**config.mk**
```make
export PLATFORM = sky130hd
export DESIGN_NAME = alu_op_sequencer
export DESIGN_NICKNAME = d
export VERILOG_FILES = /design/src/rtl/alu_op_sequencer.sv
export SDC_FILE = /design/constraint.sdc
export NUM_CORES = 1
export LEC_CHECK = 0
export BUFFER_PORTS_ARGS = -buffer_cell sky130_fd_sc_hd__buf_2
export CAP_MARGIN = 20
export CORE_ASPECT_RATIO = 0.75
export CORE_UTILIZATION = 49
export DETAILED_ROUTE_END_ITERATION = 8
export PLACE_DENSITY = 0.8
export SETUP_SLACK_MARGIN = 0.4
export SLEW_MARGIN = 20
export SYNTH_ARGS = -nofsm -noshare
export SYNTH_HDL_FRONTEND = slang
export SYNTH_SLANG_ARGS = --single-unit
```
**constraint.sdc**
```tcl
create_clock -name clk -period 1.6 [get_ports clk]
set_clock_uncertainty 0.05 [all_clocks]
set_input_delay 0.32 -clock clk [delete_from_list [all_inputs] [get_ports clk]]
set_output_delay 0.32 -clock clk [all_outputs]
set_load 0.02 [all_outputs]
```
**src/rtl/alu_op_sequencer.sv**
```systemverilog
// Operand/select collector for the 4-bit ALU: loads A, B, S from the switch bus,
// holds them for EXEC_CYCLES while the ALU settles, then registers the result.
module alu_op_sequencer #(
  parameter int OP_W        = 4,
  parameter int SEL_W       = 2,
  parameter int Y_W         = 8,
  parameter int EXEC_CYCLES = 2,
  parameter int CNT_W       = 8
) (
  input  logic             clk,
  input  logic             rst,
  input  logic [OP_W-1:0]  sw_data,
  input  logic             load,
  input  logic             clr,
  output logic [OP_W-1:0]  alu_a,
  output logic [OP_W-1:0]  alu_b,
  output logic [SEL_W-1:0] alu_s,
  input  logic [Y_W-1:0]   alu_y,
  output logic [Y_W-1:0]   result,
  output logic             result_valid,
  output logic             busy,
  output logic [2:0]       state,
  output logic [CNT_W-1:0] op_count
);

  localparam int SW = (EXEC_CYCLES > 1) ? $clog2(EXEC_CYCLES) : 1;
  localparam logic [SW-1:0] LAST = SW'(EXEC_CYCLES - 1);

  typedef enum logic [2:0] {
    GET_A = 3'd0,
    GET_B = 3'd1,
    GET_S = 3'd2,
    EXEC  = 3'd3,
    SHOW  = 3'd4
  } state_t;

  state_t       st;
  logic [SW-1:0] settle;

  assign state = st;

  always_ff @(posedge clk) begin
    if (rst) begin
      st           <= GET_A;
      settle       <= '0;
      alu_a        <= '0;
      alu_b        <= '0;
      alu_s        <= '0;
      result       <= '0;
      result_valid <= 1'b0;
      busy         <= 1'b0;
      op_count     <= '0;
    end else if (clr) begin
      // abort keeps operands, result and count for the display
      st           <= GET_A;
      result_valid <= 1'b0;
      busy         <= 1'b0;
    end else begin
      case (st)
        GET_A: if (load) begin
          alu_a <= sw_data;
          st    <= GET_B;
        end
        GET_B: if (load) begin
          alu_b <= sw_data;
          st    <= GET_S;
        end
        GET_S: if (load) begin
          alu_s  <= sw_data[SEL_W-1:0];
          settle <= '0;
          busy   <= 1'b1;
          st     <= EXEC;
        end
        EXEC: begin
          // load is deliberately not looked at while the ALU settles
          if (settle == LAST) begin
            result       <= alu_y;
            result_valid <= 1'b1;
            op_count     <= op_count + CNT_W'(1);
            busy         <= 1'b0;
            st           <= SHOW;
          end else begin
            settle <= settle + SW'(1);
          end
        end
        SHOW: if (load) begin
          alu_a        <= sw_data;
          result_valid <= 1'b0;
          st           <= GET_B;
        end
        default: begin
          st           <= GET_A;
          result_valid <= 1'b0;
          busy         <= 1'b0;
        end
      endcase
    end
  end

endmodule

```
==> implementation parameters, run 1 <==
Parameter                              Value

Worst setup path
  Startpoint of the most critical setup path    state[0]$_SDFFE_PP0P_
  CP max FO    5
  Number of gates on the worst path with buffers counted    5
  Crit path cell chain    buf_8, buf_4, nand3_1, or3_1, a21oi_1
  Nature of the critical path endpoint    register
  Buffers and inverters on the worst path    2
  Largest stage delay on the critical path    0.42 ns
  Critical Path RT    1.77 ns
  Critical path capture point    op_count[2]$_SDFFE_PP0P_
  Category of the most critical setup path    register to register
  Worst R2R Path Depth    5
  Data arrival time of the worst path    1.71 ns
  CP startpoint kind    register
  Slack of the worst reg-to-reg path    0.05 ns
  Endpoint of the most critical register-to-register path    op_count[2]$_SDFFE_PP0P_
  Beginning of the worst register-to-register path    state[0]$_SDFFE_PP0P_
  Dominant delay contributor by cell family on the critical path    simple AND/OR/NAND/NOR gates
  Worst path slowest cell    or3_1

Global routing
  Number of global-route vias before repair    1,541
  Pin count of the biggest net entering global routing    33
  Global route total overflow    0
  Number of antenna violations at the first check in global routing    0
  Global routing usage summed across all routing layers    35.2%
  Wire length of the first global-routing pass    7710 µm

Clock tree
  Clk pin slew, worst setup/hold paths    0.08 ns
  Clock latency reported for the late side of the worst-skew pair    0.30 ns
  Number of buffers on the longest clock path    2
  CTS Hold Bufs    0
  Num CTS Buffers    5
  CTS tree    done
  Clock Tree Root    clkbuf_8
  Deepest level of the CTS H-tree    2
  Clock sink total    32

Place
  Post-detailed-placement half-perimeter wirelength    2570 µm
  Gpl congestion    0.784
  IO Port Bufs    46
  Pre-CTS setup slack    0.0362 ns

Timing
  Number of endpoints with negative hold slack in the final report    0
  Max-slew headroom at the worst pin    59.3%
  Unrepaired setup endpoints after global routing    yes
  Final clock period utilization by the worst path    96.6%
  Post-route setup slack    0.0544 ns
  Setup TNS    0 ns
  Slew @ Worst Pin    0.611 ns
  Time the worst path needs with I/O delays and setup    1.55 ns
  Final Max Slew Viols    0
  Number of endpoints failing setup at the final stage    0
  Maximum clock frequency    647 MHz

Power
  Power Dens Cells    694 nW/µm²
  Leakage power    0.990 nW
  Maximum resistive drop on vdd    0.000658 V

Hold path
  Class of the worst hold path    primary input to register
  Source of the worst hold timing path    alu_y[4]

Yosys
  Main area contributors after synthesis    dfxtp_1, a21oi_1, o21ai_0, nand3_1, mux2i_1
  Total nets after synthesis    178
  Yosys top cell area share    45.8%
  Count of different cell masters after synthesis    35
  Synthesized area per cell    8.69 µm²
  Proportion of register bits with asynchronous set or reset after synthesis    0%
  Synthesized flop and latch total    32
  Largest area contributor in the synthesized netlist    dfxtp_1
  Share of the yosys chip area belonging to registers    45.8%
  Dominant register cell in the synthesized netlist    dfxtp_1
  Total of warnings raised by yosys    0
  Post-synthesis cell count    161
  Number of synthesized flops with an enable pin    0
  List of most frequent post-synthesis cells    dfxtp_1, a21oi_1, o21ai_0
  Most instantiated library cell after synthesis    dfxtp_1
  Post-Syn Area    1400 µm²

Detailed routing
  Remaining antenna violation count after routing    0
  Number of search-and-repair iterations in the first detailed-routing pass    6
  Number of DRC markers in iteration 0    249
  Via density    6.90
  Average wire per cell in the routed design    22.8 µm
  DRC violation count after routing    0
  Total via count after detailed routing    1,919
  Routed Wire Length    6340 µm

Cells and area
  Fill count    143
  Register area    673 µm²
  Multi-input logic area    853 µm²
  Number of nets at the end of the flow    258
  Ratio of cells with drive above 1 in the final layout    55.8%
  Growth of design area from synthesis to finish    66.5%
  Antenna diode count    0

Outcome
  Status    completed

Floorplanning
  Initial core utilization    52.5%
  Core outline area    2660 µm²
  Horizontal die dimension    63.7 µm
  Vertical extent of the die    48.3 µm
  Number of top-level design ports    47
  Total die area    3070 µm²
  Rows    16

Job
  Number of maximum-capacitance constraint violations    0
## power breakdown
group | total [W] | leakage, nW | internal, W | switching [W]
logic | 0.000178 | 0.680 | 0.0000750 | 0.000103
clock network | 0.000636 | 0.0422 | 0.000305 | 0.000331
registers | 0.000803 | 0.267 | 0.000795 | 0.00000809
total | 0.00162 | 0.990 | 0.00118 | 0.000442
## placed cells by master, fill, tap and decap left out, drive strengths merged
cell type,instances
or3b,2
nand2,4
or4,5
mux2i,4
nand4,2
a22oi,1
dfxtp,32
nor4b,1
nor3b,1
a21oi,26
nand4b,4
inv,2
nor2b,2
nor2,4
nor3,3
o31ai,5
buf,85
ha,1
a211oi,2
clkbuf,7
o21ai,19
and4b,1
or3,2
a2bb2oi,1
nand2b,2
clkinv,2
o2111ai,1
a31oi,1
nor4,1
nand3,18
a211o,1
## sequential cells by signal, summed over array words and instances (netlist names)
register and count:
alu_a 4, alu_b 4, alu_s 2, busy 1
op_count 8, result 8, result_valid 1, settle 1
state 3
## worst register-to-register path, stage by stage (launching register included)
cell and delay, ns:
dfxtp_4 0.39, buf_8 0.13, buf_4 0.14, nand3_1 0.13, or3_1 0.42, a21oi_1 0.20
## area by class of cell
class	count	area share, %
Timing Repair Buffer	85	28.6
Sequential cell	32	28.9
Clock buffer	7	3.28
Multi-Input combinational cell	114	36.6
Clock inverter	1	0.215
Tap cell	36	1.93
Inverter	3	0.483
## kinds of logic (layout without fill, tap and decap cells)
kind of cell	Yosys count	after routing	share of synthesized area (%)
multiplexers	4	4	2.86
buffers and inverters	16	96	5.28
AND/OR/NAND/NOR	51	52	22.5
adder cells (fa/ha/maj)	1	1	0.894
flip-flops	32	32	45.8
AO/OA/AOI/OAI	57	57	22.7
## what timing repair did
item / 4_1_cts / 5_1_grt
cloned: 3 / 0
buffers inserted: 20 / 10
setup endpoints to repair: 39 / 48
pin swaps: 5 / 9
gates resized for setup: 29 / 43
## routing by layer
metal | share of wire (%) | global-route usage (%) | vias to the layer above
li1 | - | - | 776
met1 | 36 | 42.0 | 887
met2 | 46 | 58.9 | 189
met3 | 11 | 10.3 | 67
met4 | 7.7 | 20.9 | 0
met5 | 0 | 0 | -
## worst min-delay path by stage
stage	end	slack, ns	depth (start not counted)
floorplan	state[0]$_SDFFE_PP0P_	0.34	1
global placement	result[6]$_SDFFE_PP0P_	0.41	2
detailed placement	alu_b[0]$_SDFFE_PP0P_	0.42	2
CTS	result[3]$_SDFFE_PP0P_	0.22	3
global route	result[2]$_SDFFE_PP0P_	0.23	3
finish	result[4]$_SDFFE_PP0P_	0.22	3
## per-stage QoR
stage / util, % / std cells / power [W] / hold slack (ns) / instance area (µm²)
after floorplan: - / 161 / 0.000898 / 0.335 / 1510
after global placement: 64.4 / 237 / 0.000935 / 0.411 / 1720
after detailed placement: 64.4 / 237 / 0.000942 / 0.421 / 1720
after CTS: 80.0 / 268 / 0.00155 / 0.221 / 2130
after global routing: 87.5 / 278 / 0.00165 / 0.234 / 2330
final: 87.5 / 278 / 0.00162 / 0.218 / 2330
Note: power is estimated with default switching activity, not from simulation.
==> inputs of run 2 (changes only) <==
--- a/config.mk
+++ b/config.mk
@@ -8,9 +8,11 @@
 export BUFFER_PORTS_ARGS = -buffer_cell sky130_fd_sc_hd__buf_2
 export CAP_MARGIN = 20
 export CORE_ASPECT_RATIO = 0.75
-export CORE_UTILIZATION = 49
+export CORE_UTILIZATION = 44
 export DETAILED_ROUTE_END_ITERATION = 8
-export PLACE_DENSITY = 0.8
+export GPL_TIMING_DRIVEN = 0
+export HOLD_SLACK_MARGIN = 0.1
+export PLACE_DENSITY = 0.76
 export SETUP_SLACK_MARGIN = 0.4
 export SLEW_MARGIN = 20
 export SYNTH_ARGS = -nofsm -noshare
==> constraint.sdc (replaced) <==
create_clock -name clk -period 1.39 [get_ports clk]
set_clock_uncertainty 0.05 [all_clocks]
set_input_delay 0.278 -clock clk [delete_from_list [all_inputs] [get_ports clk]]
set_output_delay 0.278 -clock clk [all_outputs]
set_load 0.02 [all_outputs]
==> run 2 against run 1 <==
Net effect: the run now ends with negative setup slack left; combinational power rose by 32%; cell count grew 6.5%; register-to-register slack worse by 0.24 ns; wire length up 20%; largest cell class unchanged.
==> implementation parameters, run 2 (synthesized netlist as in run 1, its figures left out) <==
Parameter                              Value

Outcome
  Status    finished with violations
  Violated checks    negative setup slack

Cells and area
  Core Util, Final    95.0% (+7.5 points)
  Most common cell after layout, fill and taps aside    buf_6
  Registers with the most flip-flops    op_count: 8 flops, result: 8 flops
  Ratio of cells with drive above 1 in the final layout    76.7% (+21 points)
  Commonest non-fill, non-tap cells in the layout    buf_6, buf_4, dfxtp_2
  Number of nets at the end of the flow    274 (+6.2%)
  Final cell count without fillers    296 (+6.5%)
  Fill count    78 (-45%)
  Antenna diode count    0 (unchanged)
  Growth of design area from synthesis to finish    102%

Clock tree
  Clock latency reported for the late side of the worst-skew pair    0.29 ns (about the same)
  CTS tree    done
  Deepest level of the CTS H-tree    2 (unchanged)
  Clock Tree Root    clkbuf_8
  Clock sink total    32 (unchanged)
  Clk pin slew, worst setup/hold paths    0.07 ns (about the same)
  Number of buffers on the longest clock path    2 (unchanged)
  Num CTS Buffers    5 (unchanged)

Hold path
  End of the worst hold path    result[4]$_SDFFE_PP0P_
  Source of the worst hold timing path    alu_y[4]
  Cell depth of the worst hold path    3 (unchanged)
  Class of the worst hold path    primary input to register

Floorplanning
  Number of top-level design ports    47 (unchanged)
  Total die area    3410 µm² (+11%)
  Rows    17 (+1)
  Vertical extent of the die    50.8 µm (+5.3%)
  Core outline area    2980 µm² (+12%)
  Initial core utilization    47.0% (-5.6 points)
  Horizontal die dimension    67.1 µm (+5.4%)

Global routing
  Global route total overflow    0 (unchanged)
  Number of antenna violations at the first check in global routing    0 (unchanged)
  Wire length of the first global-routing pass    8750 µm (+13%)
  Number of global-route vias before repair    1,638 (+6.3%)
  Global routing usage summed across all routing layers    35.6% (+0.45 points)
  Pin count of the biggest net entering global routing    11 (-67%)

Detailed routing
  Routed Wire Length    7620 µm (+20%)
  Number of search-and-repair iterations in the first detailed-routing pass    6 (unchanged)
  Number of DRC markers in iteration 0    159 (-36%)
  Average wire per cell in the routed design    25.8 µm (+13%)
  Via density    6.81 (-1.4%)
  DRC violation count after routing    0 (unchanged)
  Remaining antenna violation count after routing    0 (unchanged)
  Total via count after detailed routing    2,015 (+5.0%)

Worst setup path
  Dominant delay contributor by cell family on the critical path    buffers and inverters
  Largest stage delay on the critical path    0.36 ns (-0.06 ns)
  CP max FO    5 (unchanged)
  Nature of the critical path endpoint    register
  Beginning of the worst register-to-register path    state[1]$_SDFFE_PP0P_
  Endpoint of the most critical register-to-register path    alu_s[0]$_SDFFE_PP0P_
  Data arrival time of the worst path    1.71 ns (about the same)
  Worst path slowest cell    dfxtp_4
  Slack of the worst reg-to-reg path    -0.18 ns (-0.24 ns)
  Category of the most critical setup path    register to register
  CP startpoint kind    register
  Worst R2R Path Depth    7 (+2)
  Critical Path RT    1.53 ns (-0.24 ns)
  Crit path cell chain    buf_8, buf_4, buf_6, clkbuf_8, nor2b_4, nand3_1, a21oi_1
  Buffers and inverters on the worst path    4 (+2)

Timing
  Slew @ Worst Pin    0.762 ns (+0.151 ns)
  Maximum clock frequency    635 MHz (-1.8%)
  Number of endpoints with negative hold slack in the final report    0 (unchanged)
  Post-route setup slack    -0.184 ns (-0.239 ns)
  Max-slew headroom at the worst pin    49.2% (-10 points)
  Final Max Slew Viols    0 (unchanged)
  Final hold slack    0.180 ns (-0.0379 ns)
  Final clock period utilization by the worst path    113% (+17 points)
  Number of endpoints failing setup at the final stage    30 (+30)
  Setup TNS    -2.45 ns (-2.45 ns)
  Time the worst path needs with I/O delays and setup    1.57 ns (+0.0288 ns)
  Unrepaired setup endpoints after global routing    yes

Place
  Pre-CTS setup slack    -0.0949 ns (-0.131 ns)
  Gpl congestion    0.765 (-2.5%)
  Placed cells    244 (+3.0%)
  Post-detailed-placement half-perimeter wirelength    2520 µm (-2.2%)
  IO Port Bufs    45 (-2.2%)

Power
  Power Dens Cells    683 nW/µm² (-1.6%)
  Leakage power    1.10 nW (+11%)
  Maximum resistive drop on vdd    0.000496 V (-25%)

Job
  Number of maximum-capacitance constraint violations    0 (unchanged)
[run 2: cell count changes in the layout (fill, tap and decap cells not counted), sizes merged]
cell,previous run,this run
buf,85,93
clkbuf,7,17
clkinv,2,1
nand4b,4,3
[run 2: power by group]
group | switching [W] | leakage, nW | internal, W
logic | 0.000140 | 0.780 | 0.0000956
registers | 0.0000120 | 0.278 | 0.000907
clock network | 0.000374 | 0.0455 | 0.000404
total | 0.000526 | 1.10 | 0.00141
[run 2: stage by stage]
step | cell area, µm² | total power [W]
after CTS | 2480 | 0.00184
after floorplan | 1480 | 0.00103
final | 2830 | 0.00193
after detailed placement | 1760 | 0.00108
after global placement | 1760 | 0.00108
after global routing | 2830 | 0.00196
[run 2: worst min-delay path: stages]
cell     delay, ns
buf_2         0.10
nand3_2       0.05
a21oi_2       0.05
[run 2: how the worst max path moves through the flow]
stage	from	endpoint	slack, ns	cells after the start
3_3_place_gp	clr	op_count[0]$_SDFFE_PP0P_	-0.06	5
4_1_cts	state[1]$_SDFFE_PP0P_	op_count[4]$_SDFFE_PP0P_	-0.03	5
3_5_place_dp	settle$_SDFFE_PP0P_	op_count[4]$_SDFFE_PP0P_	-0.09	4
6_report	state[1]$_SDFFE_PP0P_	alu_s[0]$_SDFFE_PP0P_	-0.18	7
2_1_floorplan	state[1]$_SDFFE_PP0P_	op_count[2]$_SDFFE_PP0P_	-0.02	4
5_1_grt	state[1]$_SDFFE_PP0P_	busy$_SDFFE_PP0P_	-0.23	7
[run 2: metal layers]
metal / wire, µm / GRT usage [%]
met5: 0 / 0
met1: 2840 / 46.5
met3: 814 / 9.38
met4: 566 / 16.7
met2: 3410 / 54.3
[run 2: what timing repair did]
action,in CTS,in global routing
endpoints found under the setup margin,63,63
pin swaps,27,15
hold buffers,0,0
buffers inserted,24,16
cloned,3,1
gates resized for setup,133,54
[run 2: cell type report]
cell class                 count  area [µm²]  area share (%)
tap                           38        47.5            1.68
sequential                    32         708            25.0
clock buffer                   8        90.1            3.18
buffer                        13         163            5.75
inverter                       3        11.3           0.398
timing repair buffer          89         798            28.2
multi-input combinational    113        1010            35.7
==> inputs of run 3 (changes only) <==
--- a/config.mk
+++ b/config.mk
@@ -7,8 +7,10 @@
 export LEC_CHECK = 0
 export BUFFER_PORTS_ARGS = -buffer_cell sky130_fd_sc_hd__buf_2
 export CAP_MARGIN = 20
+export CELL_PAD_IN_SITES_DETAIL_PLACEMENT = 0
+export CELL_PAD_IN_SITES_GLOBAL_PLACEMENT = 1
 export CORE_ASPECT_RATIO = 0.75
-export CORE_UTILIZATION = 44
+export CORE_UTILIZATION = 32
 export DETAILED_ROUTE_END_ITERATION = 8
 export GPL_TIMING_DRIVEN = 0
 export HOLD_SLACK_MARGIN = 0.1
==> run 3 against run 2 <==
Net effect: the run still ends with negative setup slack left; via count decreased by 23%; worst hold slack got worse by 0.0052 ns; highest routed layer unchanged; critical endpoint is now op_count[2]$_SDFFE_PP0P_; cell area decreased by 7.7%.
==> implementation parameters, run 3 (synthesized netlist as in run 1, its figures left out) <==
Parameter                              Value

Timing
  Max-slew headroom at the worst pin    57.7% (+8.4 points)
  Maximum clock frequency    700 MHz (+10%)
  Post-route setup slack    -0.0386 ns (+0.146 ns)
  Number of endpoints with negative hold slack in the final report    0 (unchanged)
  Slew @ Worst Pin    0.635 ns (-0.127 ns)
  Unrepaired setup endpoints after global routing    yes
  Time the worst path needs with I/O delays and setup    1.43 ns (-0.146 ns)
  Number of endpoints failing setup at the final stage    5 (-83%)
  Final clock period utilization by the worst path    103% (-10 points)
  Final Max Slew Viols    0 (unchanged)
  Setup TNS    -0.0889 ns (+2.37 ns)

Power
  Design internal power    0.00145 W (+2.9%)
  Power Dens Cells    729 nW/µm² (+6.7%)
  Portion of total power attributed to the clock network    41.2% (+0.9 points)
  Switch share    23.9% (-3.3 points)
  Net switching power of the design    0.000455 W (-13%)
  Leakage power    0.987 nW (-11%)
  Power share of the sequential group    48.4% (+0.9 points)
  Portion of total power attributed to combinational logic    10.4% (-1.8 points)
  Maximum resistive drop on vdd    0.000423 V (-15%)

Worst setup path
  Dominant delay contributor by cell family on the critical path    simple AND/OR/NAND/NOR gates
  Buffers and inverters on the worst path    1 (-3)
  Nature of the critical path endpoint    register
  Startpoint of the most critical setup path    state[1]$_SDFFE_PP0P_
  Critical Path RT    1.54 ns (about the same)
  CP max FO    5 (unchanged)
  Worst path slowest cell    or3b_4
  Category of the most critical setup path    register to register
  Beginning of the worst register-to-register path    state[1]$_SDFFE_PP0P_
  Data arrival time of the worst path    1.58 ns (-0.13 ns)
  CP startpoint kind    register
  Crit path cell chain    buf_8, or3b_4, or3_1, a21oi_1
  Slack of the worst reg-to-reg path    -0.04 ns (+0.15 ns)
  Largest stage delay on the critical path    0.40 ns (+0.04 ns)

Cells and area
  Number of nets at the end of the flow    258 (-5.8%)
  Fill count    347 (+340%)
  Growth of design area from synthesis to finish    86.6%
  Antenna diode count    0 (unchanged)
  Most common cell after layout, fill and taps aside    buf_6
  Commonest non-fill, non-tap cells in the layout    buf_6, dfxtp_2, buf_4
  Ratio of cells with drive above 1 in the final layout    72.7% (-4.0 points)
  Registers with the most flip-flops    op_count: 8 flops, result: 8 flops
  Multi-input logic area    951 µm² (-5.9%)
  Register area    703 µm² (-0.71%)

Place
  Gpl congestion    0.772 (+1.0%)
  IO Port Bufs    45 (unchanged)
  Pre-CTS setup slack    -0.137 ns (-0.0420 ns)
  Post-detailed-placement half-perimeter wirelength    2580 µm (+2.6%)

Global routing
  Number of global-route vias before repair    1,420 (-13%)
  Number of antenna violations at the first check in global routing    0 (unchanged)
  Wire length of the first global-routing pass    6850 µm (-22%)
  Pin count of the biggest net entering global routing    11 (unchanged)
  Global route total overflow    0 (unchanged)
  Global routing usage summed across all routing layers    19.4% (-16 points)

Floorplanning
  Initial core utilization    33.9% (-13 points)
  Rows    20 (+3)
  Core outline area    4130 µm² (+39%)
  Horizontal die dimension    78.3 µm (+17%)
  Number of top-level design ports    47 (unchanged)
  Total die area    4640 µm² (+36%)
  Vertical extent of the die    59.3 µm (+17%)

Clock tree
  Clock Tree Root    clkbuf_8
  Clock latency reported for the late side of the worst-skew pair    0.28 ns (about the same)
  CTS Hold Bufs    0 (unchanged)
  Clock sink total    32 (unchanged)
  Num CTS Buffers    5 (unchanged)
  Clk pin slew, worst setup/hold paths    0.07 ns (about the same)
  CTS tree    done
  Number of buffers on the longest clock path    2 (unchanged)
  Deepest level of the CTS H-tree    2 (unchanged)

Job
  Number of maximum-capacitance constraint violations    0 (unchanged)

Detailed routing
  Via density    5.21 (-23%)
  Routed Wire Length    4420 µm (-42%)
  Number of search-and-repair iterations in the first detailed-routing pass    4 (-2)
  Total met3 wirelength after detailed routing    220 µm (-73%)
  Met2 wire len    2030 µm (-40%)
  Highest Signal Layer    met4
  Number of DRC markers in iteration 0    65 (-59%)
  Average wire per cell in the routed design    14.9 µm (-42%)
  Length of routed wiring on met1    2120 µm (-25%)
  Total via count after detailed routing    1,548 (-23%)
  DRC violation count after routing    0 (unchanged)
  Remaining antenna violation count after routing    0 (unchanged)

Hold path
  Source of the worst hold timing path    alu_y[6]
  Class of the worst hold path    primary input to register

Outcome
  Violated checks    negative setup slack
  Status    finished with violations
[run 3: changes by cell type in the layout (fill, tap and decap cells not counted), moves of 3 or more]
| cell | change |
|---|---|
| a21oi_1 | +3 |
| a21oi_2 | -3 |
| buf_4 | -9 |
| buf_6 | -5 |
| clkbuf_16 | -3 |
| nand3_1 | -6 |
| nand3_2 | +7 |
| o21ai_1 | +5 |
| o21ai_2 | -4 |
| or4_1 | +3 |
| or4_4 | -3 |
[run 3: cell type report]
cell class	count	share of cell area, %
inverter	3	0.575
clock buffer	8	3.84
timing repair buffer	73	25.2
tap	55	2.64
buffer	13	4.36
sequential	32	26.9
multi-input combinational	113	36.4
[run 3: per-stage QoR]
stage | hold slack [ns] | util, % | instance area (µm²) | power (W) | std cells
6_report | 0.175 | 63.2 | 2610 | 0.00190 | 297
5_1_grt | 0.168 | 63.2 | 2610 | 0.00199 | 297
4_1_cts | 0.158 | 56.2 | 2320 | 0.00191 | 284
3_5_place_dp | 0.424 | 43.0 | 1780 | 0.00109 | 261
3_3_place_gp | 0.418 | 43.0 | 1780 | 0.00109 | 261
2_1_floorplan | 0.293 | - | 1480 | 0.00103 | 161
[run 3: final timing paths]
kind,end,cells after the start
min reg2reg,alu_b[0]$_SDFFE_PP0P_,2
max reg2reg,op_count[2]$_SDFFE_PP0P_,4
max,op_count[2]$_SDFFE_PP0P_,4
min,result[6]$_SDFFE_PP0P_,3
[run 3: timing repair]
item	CTS	global route
resized for setup	111	53
buffers inserted	13	13
cloned	2	0
setup endpoints to repair	63	63
pin swaps	21	15
[run 3: worst reg2reg max path: stages (launching register included)]
cell	delay, ns
dfxtp_4	0.35
buf_8	0.12
or3b_4	0.40
or3_1	0.31
a21oi_1	0.12
[run 3: power groups by stage]
stage	sequential, W	clock (W)	combinational (W)
3_3_place_gp	0.000949	0	0.000138
3_5_place_dp	0.000950	0	0.000137
5_1_grt	0.000920	0.000863	0.000211
4_1_cts	0.000930	0.000807	0.000169
6_report	0.000920	0.000785	0.000198
2_1_floorplan	0.000960	0	0.0000712
[run 3: per-layer routing]
metal	global-route usage, %	vias up
met5	0	-
met1	27.5	740
met3	6.31	6
met2	27.6	40
met4	6.35	0
li1	-	762
